--- src/rtl/seg_scan_driver.sv ---
// seg_scan_driver: time-multiplexed seven-segment scanner.
// Accepts a packed multi-digit segment word over valid/ready, holds one
// pending update and swaps it onto the display only at frame boundaries.
// Each digit slot starts with a blanking guard to suppress ghosting.
// Optional feature macro: SEG_SCAN_LZB_EN (leading-zero blanking).
module seg_scan_driver #(
  parameter int DIGITS      = 2,
  parameter int REFRESH_DIV = 50000,
  parameter int GUARD_CYC   = 4,
  parameter int ACTIVE_LOW  = 0
) (
  input  logic                   clk,
  input  logic                   rst,
  input  logic [DIGITS-1:0][6:0] s_data,
  input  logic                   s_valid,
  output logic                   s_ready,
  output logic [6:0]             seg,
  output logic [DIGITS-1:0]      an,
  output logic                   frame_done
);

  localparam int DW = $clog2(REFRESH_DIV);
  localparam int IW = (DIGITS > 1) ? $clog2(DIGITS) : 1;
  localparam logic [DW-1:0] DIV_LAST   = DW'(REFRESH_DIV - 1);
  localparam logic [DW-1:0] GUARD_LAST = DW'(GUARD_CYC - 1);
  localparam logic [IW-1:0] IDX_LAST   = IW'(DIGITS - 1);
  localparam logic          POL        = (ACTIVE_LOW != 0);

  typedef enum logic [1:0] {IDLE, GUARD, ON} state_t;

  state_t                  r_state;
  logic [DW-1:0]           r_div;
  logic [IW-1:0]           r_idx;
  logic [DIGITS-1:0][6:0]  r_pend;
  logic                    r_pend_valid;
  logic [DIGITS-1:0][6:0]  r_disp;
  logic [6:0]              r_seg;
  logic [DIGITS-1:0]       r_an;

  logic                    w_div_wrap;
  logic                    w_boundary;
  logic                    w_xfer;
  logic                    w_commit;
  logic [6:0]              w_seg_on;
  logic [DIGITS-1:0]       w_onehot;

  assign w_div_wrap = (r_div == DIV_LAST);
  assign w_boundary = w_div_wrap && (r_idx == IDX_LAST);
  assign s_ready    = !r_pend_valid && !rst;
  assign w_xfer     = s_valid && s_ready;
  // A commit needs something pending, a transfer needs nothing pending,
  // so the two never coincide on one edge.
  assign w_commit   = w_boundary && r_pend_valid;
  assign frame_done = w_boundary && !rst;
  assign seg        = r_seg;
  assign an         = r_an;

  // One-hot enable for the digit currently being scanned
  always_comb begin
    w_onehot        = '0;
    w_onehot[r_idx] = 1'b1;
  end

`ifdef SEG_SCAN_LZB_EN
  logic [DIGITS-1:0] w_lz;

  // w_lz[k]: digit k and every more-significant digit show "0"
  always_comb begin
    w_lz             = '0;
    w_lz[DIGITS-1]   = (r_disp[DIGITS-1] == 7'b1111110);
    for (int k = DIGITS - 2; k >= 0; k--)
      w_lz[k] = (r_disp[k] == 7'b1111110) && w_lz[k+1];
  end

  // Segment pattern during ON, leading zeros blanked (ones digit always shown)
  always_comb begin
    w_seg_on = r_disp[r_idx];
    if ((r_idx != '0) && w_lz[r_idx]) w_seg_on = '0;
  end
`else
  // Segment pattern during ON, shown as-is
  always_comb begin
    w_seg_on = r_disp[r_idx];
  end
`endif

  // Slot divider and digit index; free-running from reset
  always_ff @(posedge clk) begin
    if (rst) begin
      r_div <= '0;
      r_idx <= '0;
    end else begin
      r_div <= w_div_wrap ? '0 : r_div + 1'b1;
      if (w_div_wrap) r_idx <= (r_idx == IDX_LAST) ? '0 : r_idx + 1'b1;
    end
  end

  // One-deep pending buffer; swapped onto the display only at frame end
  always_ff @(posedge clk) begin
    if (rst) begin
      r_pend       <= '0;
      r_pend_valid <= 1'b0;
      r_disp       <= '0;
    end else begin
      if (w_commit) begin
        r_disp       <= r_pend;
        r_pend_valid <= 1'b0;
      end
      if (w_xfer) begin
        r_pend       <= s_data;
        r_pend_valid <= 1'b1;
      end
    end
  end

  // Scan FSM: stays IDLE until the first commit, then alternates guard/on
  always_ff @(posedge clk) begin
    if (rst) begin
      r_state <= IDLE;
    end else begin
      case (r_state)
        IDLE: if (w_commit) begin
          if (GUARD_CYC > 0) r_state <= GUARD;
          else               r_state <= ON;
        end
        GUARD: if (r_div == GUARD_LAST) r_state <= ON;
        ON: if (w_div_wrap && (GUARD_CYC > 0)) r_state <= GUARD;
        default: r_state <= IDLE;
      endcase
    end
  end

  // Registered drive; polarity applied here so blank follows ACTIVE_LOW too
  always_ff @(posedge clk) begin
    if (rst) begin
      r_seg <= {7{POL}};
      r_an  <= {DIGITS{POL}};
    end else if (r_state == ON) begin
      r_seg <= w_seg_on ^ {7{POL}};
      r_an  <= w_onehot ^ {DIGITS{POL}};
    end else begin
      r_seg <= {7{POL}};
      r_an  <= {DIGITS{POL}};
    end
  end

endmodule

--- config.mk ---
export PLATFORM = sky130hd
export DESIGN_NAME = seg_scan_driver
export DESIGN_NICKNAME = d
export VERILOG_FILES = /design/src/rtl/seg_scan_driver.sv
export SDC_FILE = /design/constraint.sdc
export NUM_CORES = 1
export LEC_CHECK = 0
export CAP_MARGIN = 25
export CORE_MARGIN = 4
export CORE_UTILIZATION = 50
export CTS_BUF_LIST = sky130_fd_sc_hd__clkbuf_4
export DETAILED_ROUTE_END_ITERATION = 10
export PLACE_DENSITY = 0.75
export SLEW_MARGIN = 30
export SYNTH_ARGS = -nofsm -noshare
export SYNTH_HDL_FRONTEND = slang
export SYNTH_SLANG_ARGS = --single-unit
--- constraint.sdc ---
create_clock -name clk -period 3.4 [get_ports clk]
set_input_delay 0.34 -clock clk [delete_from_list [all_inputs] [get_ports clk]]
set_output_delay 0.34 -clock clk [all_outputs]
set_load 0.05 [all_outputs]
==> results.md <==
Setup path:
- The most critical setup path has its startpoint at r_div[0]$_SDFF_PP0_.
- Data on the critical path is required at its endpoint by 3060 ps.
- The element type at the critical path start is a register.
- The worst register-to-register path begins at r_div[0]$_SDFF_PP0_.
- The arrival time of data at the critical path endpoint is between 2000 and 2500 ps.
- Along the worst path, the maximum fanout reaches 21.
- The critical path class is reg -> out.
- The critical path capture point type is an output pin.

Global routing:
- The initial antenna violation count was 0.
- The total track usage is between 10% and 20%.
- The pin count of the biggest net entering global routing is 33.
- The total overflow left after global routing is 0.
- The first global-routing pass estimated 6690 µm of wire.
- The via count of the first global-routing pass is between 1500 and 2000.

Floorplan:
- During I/O placement, the number of pins put on the boundary was 28.
- The floorplan has 23 rows.
- The area of the placeable core is 4090 µm².
- The die outline height is between 70 and 80 µm.
- From left edge to right edge, the die measures between 70 and 80 µm.
- The initial standard-cell utilization of the core is a little over half.
- The floorplan step defined a die boundary enclosing roughly 5400 µm².

Yosys:
- The cell area after technology mapping is ~2200 µm².
- The share of synthesized registers carrying an async set or reset is 0%.
- The synthesis-stage register bit count is 57.
- After synthesis, the mean cell area works out to roughly 9.2 µm².
- The dominant synthesized flop cell is sky130_fd_sc_hd__dfxtp_1.
- The post-synthesis cell count is between 200 and 250.
- Sorting the synthesized cells by area gives the leading types as sky130_fd_sc_hd__dfxtp_1 53%, sky130_fd_sc_hd__nand2_1 6.1%, sky130_fd_sc_hd__o21ai_0 4.7%, sky130_fd_sc_hd__xnor2_1 4.1%, sky130_fd_sc_hd__nor2_1 3.5%.
- The synthesized design spends more area on one cell type than any other, namely sky130_fd_sc_hd__dfxtp_1.
- The count of unique library cells instantiated by Yosys is 37.
- When the netlist entered floorplanning its net count stood at approximately 250.
- During synthesis, Yosys emitted a total of 0 warnings.
- In this run, synthesis inferred 0 flip-flops with an integrated enable.
- The share of synthesized area occupied by flip-flops and latches is between 50% and 60%.
- In this run the biggest area consumer among cell types represents between 50% and 60% of the synthesized area.

STA:
- For the pin with the worst max-slew slack, the measured transition is approximately 770 ps.
- Setup repair after global routing left no endpoint under its margin.
- The number of hold-slack violations in the final timing report came to 0.
- The final period demand of the worst path is roughly 2800 ps.
- After routing, the total negative slack on setup checks comes to 0 ps.
- In this run the tightest slew margin relative to its limit is between 40% and 50%.
- The highest achievable clock rate is 0.363 GHz.
- The final number of setup-violating endpoints is 0.
- Dividing the final minimum period by the clock period gives 81.1%.
- The final-report max-slew violation count came to 0.
- The worst clock skew is between 15 and 20 ps.

Final layout:
- The finished cells cover between 2000 and 3000 µm².
- The repair_antennas step left the layout with diodes totalling 0.
- From synthesis to final layout, the design area changed by 19.4%.
- The final layout contains approximately 280 nets.
- The final standard cell count with taps included and fillers excluded is roughly 320.
- The commonest non-fill, non-tap cell in the layout is sky130_fd_sc_hd__dfxtp_1.
- In the layout the commonest cells are 57 x sky130_fd_sc_hd__dfxtp_1, 35 x sky130_fd_sc_hd__nand2_1, 27 x sky130_fd_sc_hd__clkdlybuf4s50_1.
- Cells with a size suffix above 1 make up under 10% of the layout.

CTS:
- The cell sitting at the root of the clock tree is a sky130_fd_sc_hd__clkbuf_4.
- In this run the deepest clock path goes through 2 buffers.
- Clock latency on the worst-skew pair, taken at its later pin, is between 300 and 400 ps.
- The clock sink count is 57.
- The count of cells resized by post-cts repair is 0.
- The CTS tree is built.
- The clock-pin transition on the worst setup and hold timing paths is approximately 90 ps.
- The number of buffers inserted during clock tree synthesis is 9.
- The setup fix buffers added after clock tree synthesis is 0.
- The clock tree synthesis step divided the H-tree into 3 levels.
- For this design, the CTS-stage hold fixing added 0 buffers.

Flow run:
- The tool flagged a number of max-cap violations equal to 0.

Power and ir drop:
- The power share of the clock group is a little under two fifths.
- The register share of total power is 57.5%.
- Per report_power, the combinational group accounts for ~4.8% of the total.
- The maximum ir drop on the vdd rail is 0.000267 V.
- For this design the total switching power over the nets is around 0.00027 W.
- The internal power component is ~0.00093 W.
- The total leakage power is 0.871 nW.
- Total power for the finished layout comes to 0.00120 W.
- The power density over the cells is about 470 nW/µm².
- Net switching is around 23% of the power.

Hold path:
- In this run the worst hold path is classified as reg -> reg.
- The startpoint identified for the worst hold timing path is r_pend[13]$_SDFFE_PP0P_.

Routing:
- For this run, the detailed router's first-pass iteration total came to 4.
- The via count of the routed design is about 1700.
- The mean routed wirelength per cell is between 10 and 15 µm.
- After detailed routing, the number of remaining DRC violations is 0.
- The remaining number of nets flagged by the antenna check after routing is 0.
- The via density per instance is 5.35.
- The number of design-rule violations left by the first detailed-router iteration is slightly above 90.
- The routed design has approximately 4000 µm of wire.

Place:
- The placed standard-cell area is ~2400 µm².
- After legalization and detailed placement, the total HPWL measured ~2700 µm.
- Input and output buffers added on the ports amount to 27.
- The number of placed instances, taps included is 300.
- At the end of routability-driven placement, the weighted congestion stood at 0.783.

Status:
- The run finished with clean final reports.
==> path summary, 6_finish.rpt <==
check / slack, ps / cells past startpoint / to
min: 470 / 2 / r_disp[13]$_SDFFE_PP0P_
max: 640 / 6 / frame_done
min reg2reg: 470 / 2 / r_disp[13]$_SDFFE_PP0P_
max reg2reg: 1390 / 6 / r_disp[11]$_SDFFE_PP0P_
==> sequential cells by signal (all words and copies together), names as in the netlist <==
register,flops
r_div,16
r_disp,14
r_pend,14
seg,7
an,2
r_state,2
r_idx,1
r_pend_valid,1
==> cells by family (layout without fill, tap and decap cells) <==
family,Yosys count,after routing,synth area share (%)
AO/OA/AOI/OAI,47,47,15.1
XOR/XNOR,13,13,5.29
adder cells (fa/ha/maj),1,1,0.581
buffers and inverters,18,49,3.72
flip-flops,57,57,53.0
AND/OR/NAND/NOR,99,99,22.3
==> synth_stat cells, types with 2 or more instances <==
cell type and count:
sky130_fd_sc_hd__a21oi_1 2, sky130_fd_sc_hd__a22o_1 7, sky130_fd_sc_hd__a31o_1 5, sky130_fd_sc_hd__a31o_2 5, sky130_fd_sc_hd__and4_1 2, sky130_fd_sc_hd__buf_2 4, sky130_fd_sc_hd__clkbuf_1 8, sky130_fd_sc_hd__dfxtp_1 57
sky130_fd_sc_hd__inv_1 4, sky130_fd_sc_hd__nand2_1 35, sky130_fd_sc_hd__nand2b_1 2, sky130_fd_sc_hd__nand3_1 5, sky130_fd_sc_hd__nand4_1 4, sky130_fd_sc_hd__nor2_1 20, sky130_fd_sc_hd__nor3_1 14, sky130_fd_sc_hd__nor4_1 5
sky130_fd_sc_hd__o211ai_1 4, sky130_fd_sc_hd__o21ai_0 20, sky130_fd_sc_hd__o41ai_1 2, sky130_fd_sc_hd__or4_1 2, sky130_fd_sc_hd__xnor2_1 10, sky130_fd_sc_hd__xor2_1 3
==> power groups by stage <==
stage / combinational [W] / sequential (W) / clock (W)
final: 0.0000571 / 0.000689 / 0.000453
after global routing: 0.0000642 / 0.000691 / 0.000491
after CTS: 0.0000577 / 0.000689 / 0.000464
after detailed placement: 0.0000574 / 0.000705 / 0
after global placement: 0.0000569 / 0.000704 / 0
after floorplan: 0.0000333 / 0.000702 / 0
==> stage by stage <==
step	util (%)	hold WS [ps]	setup slack (ps)
6_report	62.9	467	642
5_1_grt	62.9	483	456
4_1_cts	62.7	468	604
3_5_place_dp	59.6	455	1030
3_3_place_gp	59.6	436	1040
2_1_floorplan	-	426	1290
==> final cells by class <==
class,count,area (µm²)
Fill cell,368,1520
Inverter,4,15.0
Sequential cell,57,1140
Tap cell,50,62.6
Multi-Input combinational cell,160,936
Timing Repair Buffer,29,285
Clock inverter,7,61.3
Clock buffer,9,67.6
==> critical path, cell delays in order, from the launching register on <==
cell and delay (ps):
sky130_fd_sc_hd__dfxtp_1 380, sky130_fd_sc_hd__ha_1 240, sky130_fd_sc_hd__and4_1 190, sky130_fd_sc_hd__nand4_1 90, sky130_fd_sc_hd__buf_4 230, sky130_fd_sc_hd__nor2_1 120, sky130_fd_sc_hd__clkdlybuf4s50_1 800
==> per-layer routing <==
layer  track usage, %  part of all wire (%)  up-vias  wire (µm)
li1                 -                     -      885          -
met1             20.5                    47      752       1910
met2             24.8                    44       48       1790
met3             4.51                   6.4        7        256
met4             9.66                   1.8        0         73
met5                0                     0        -          0
Power figures use the tool's default switching activity.
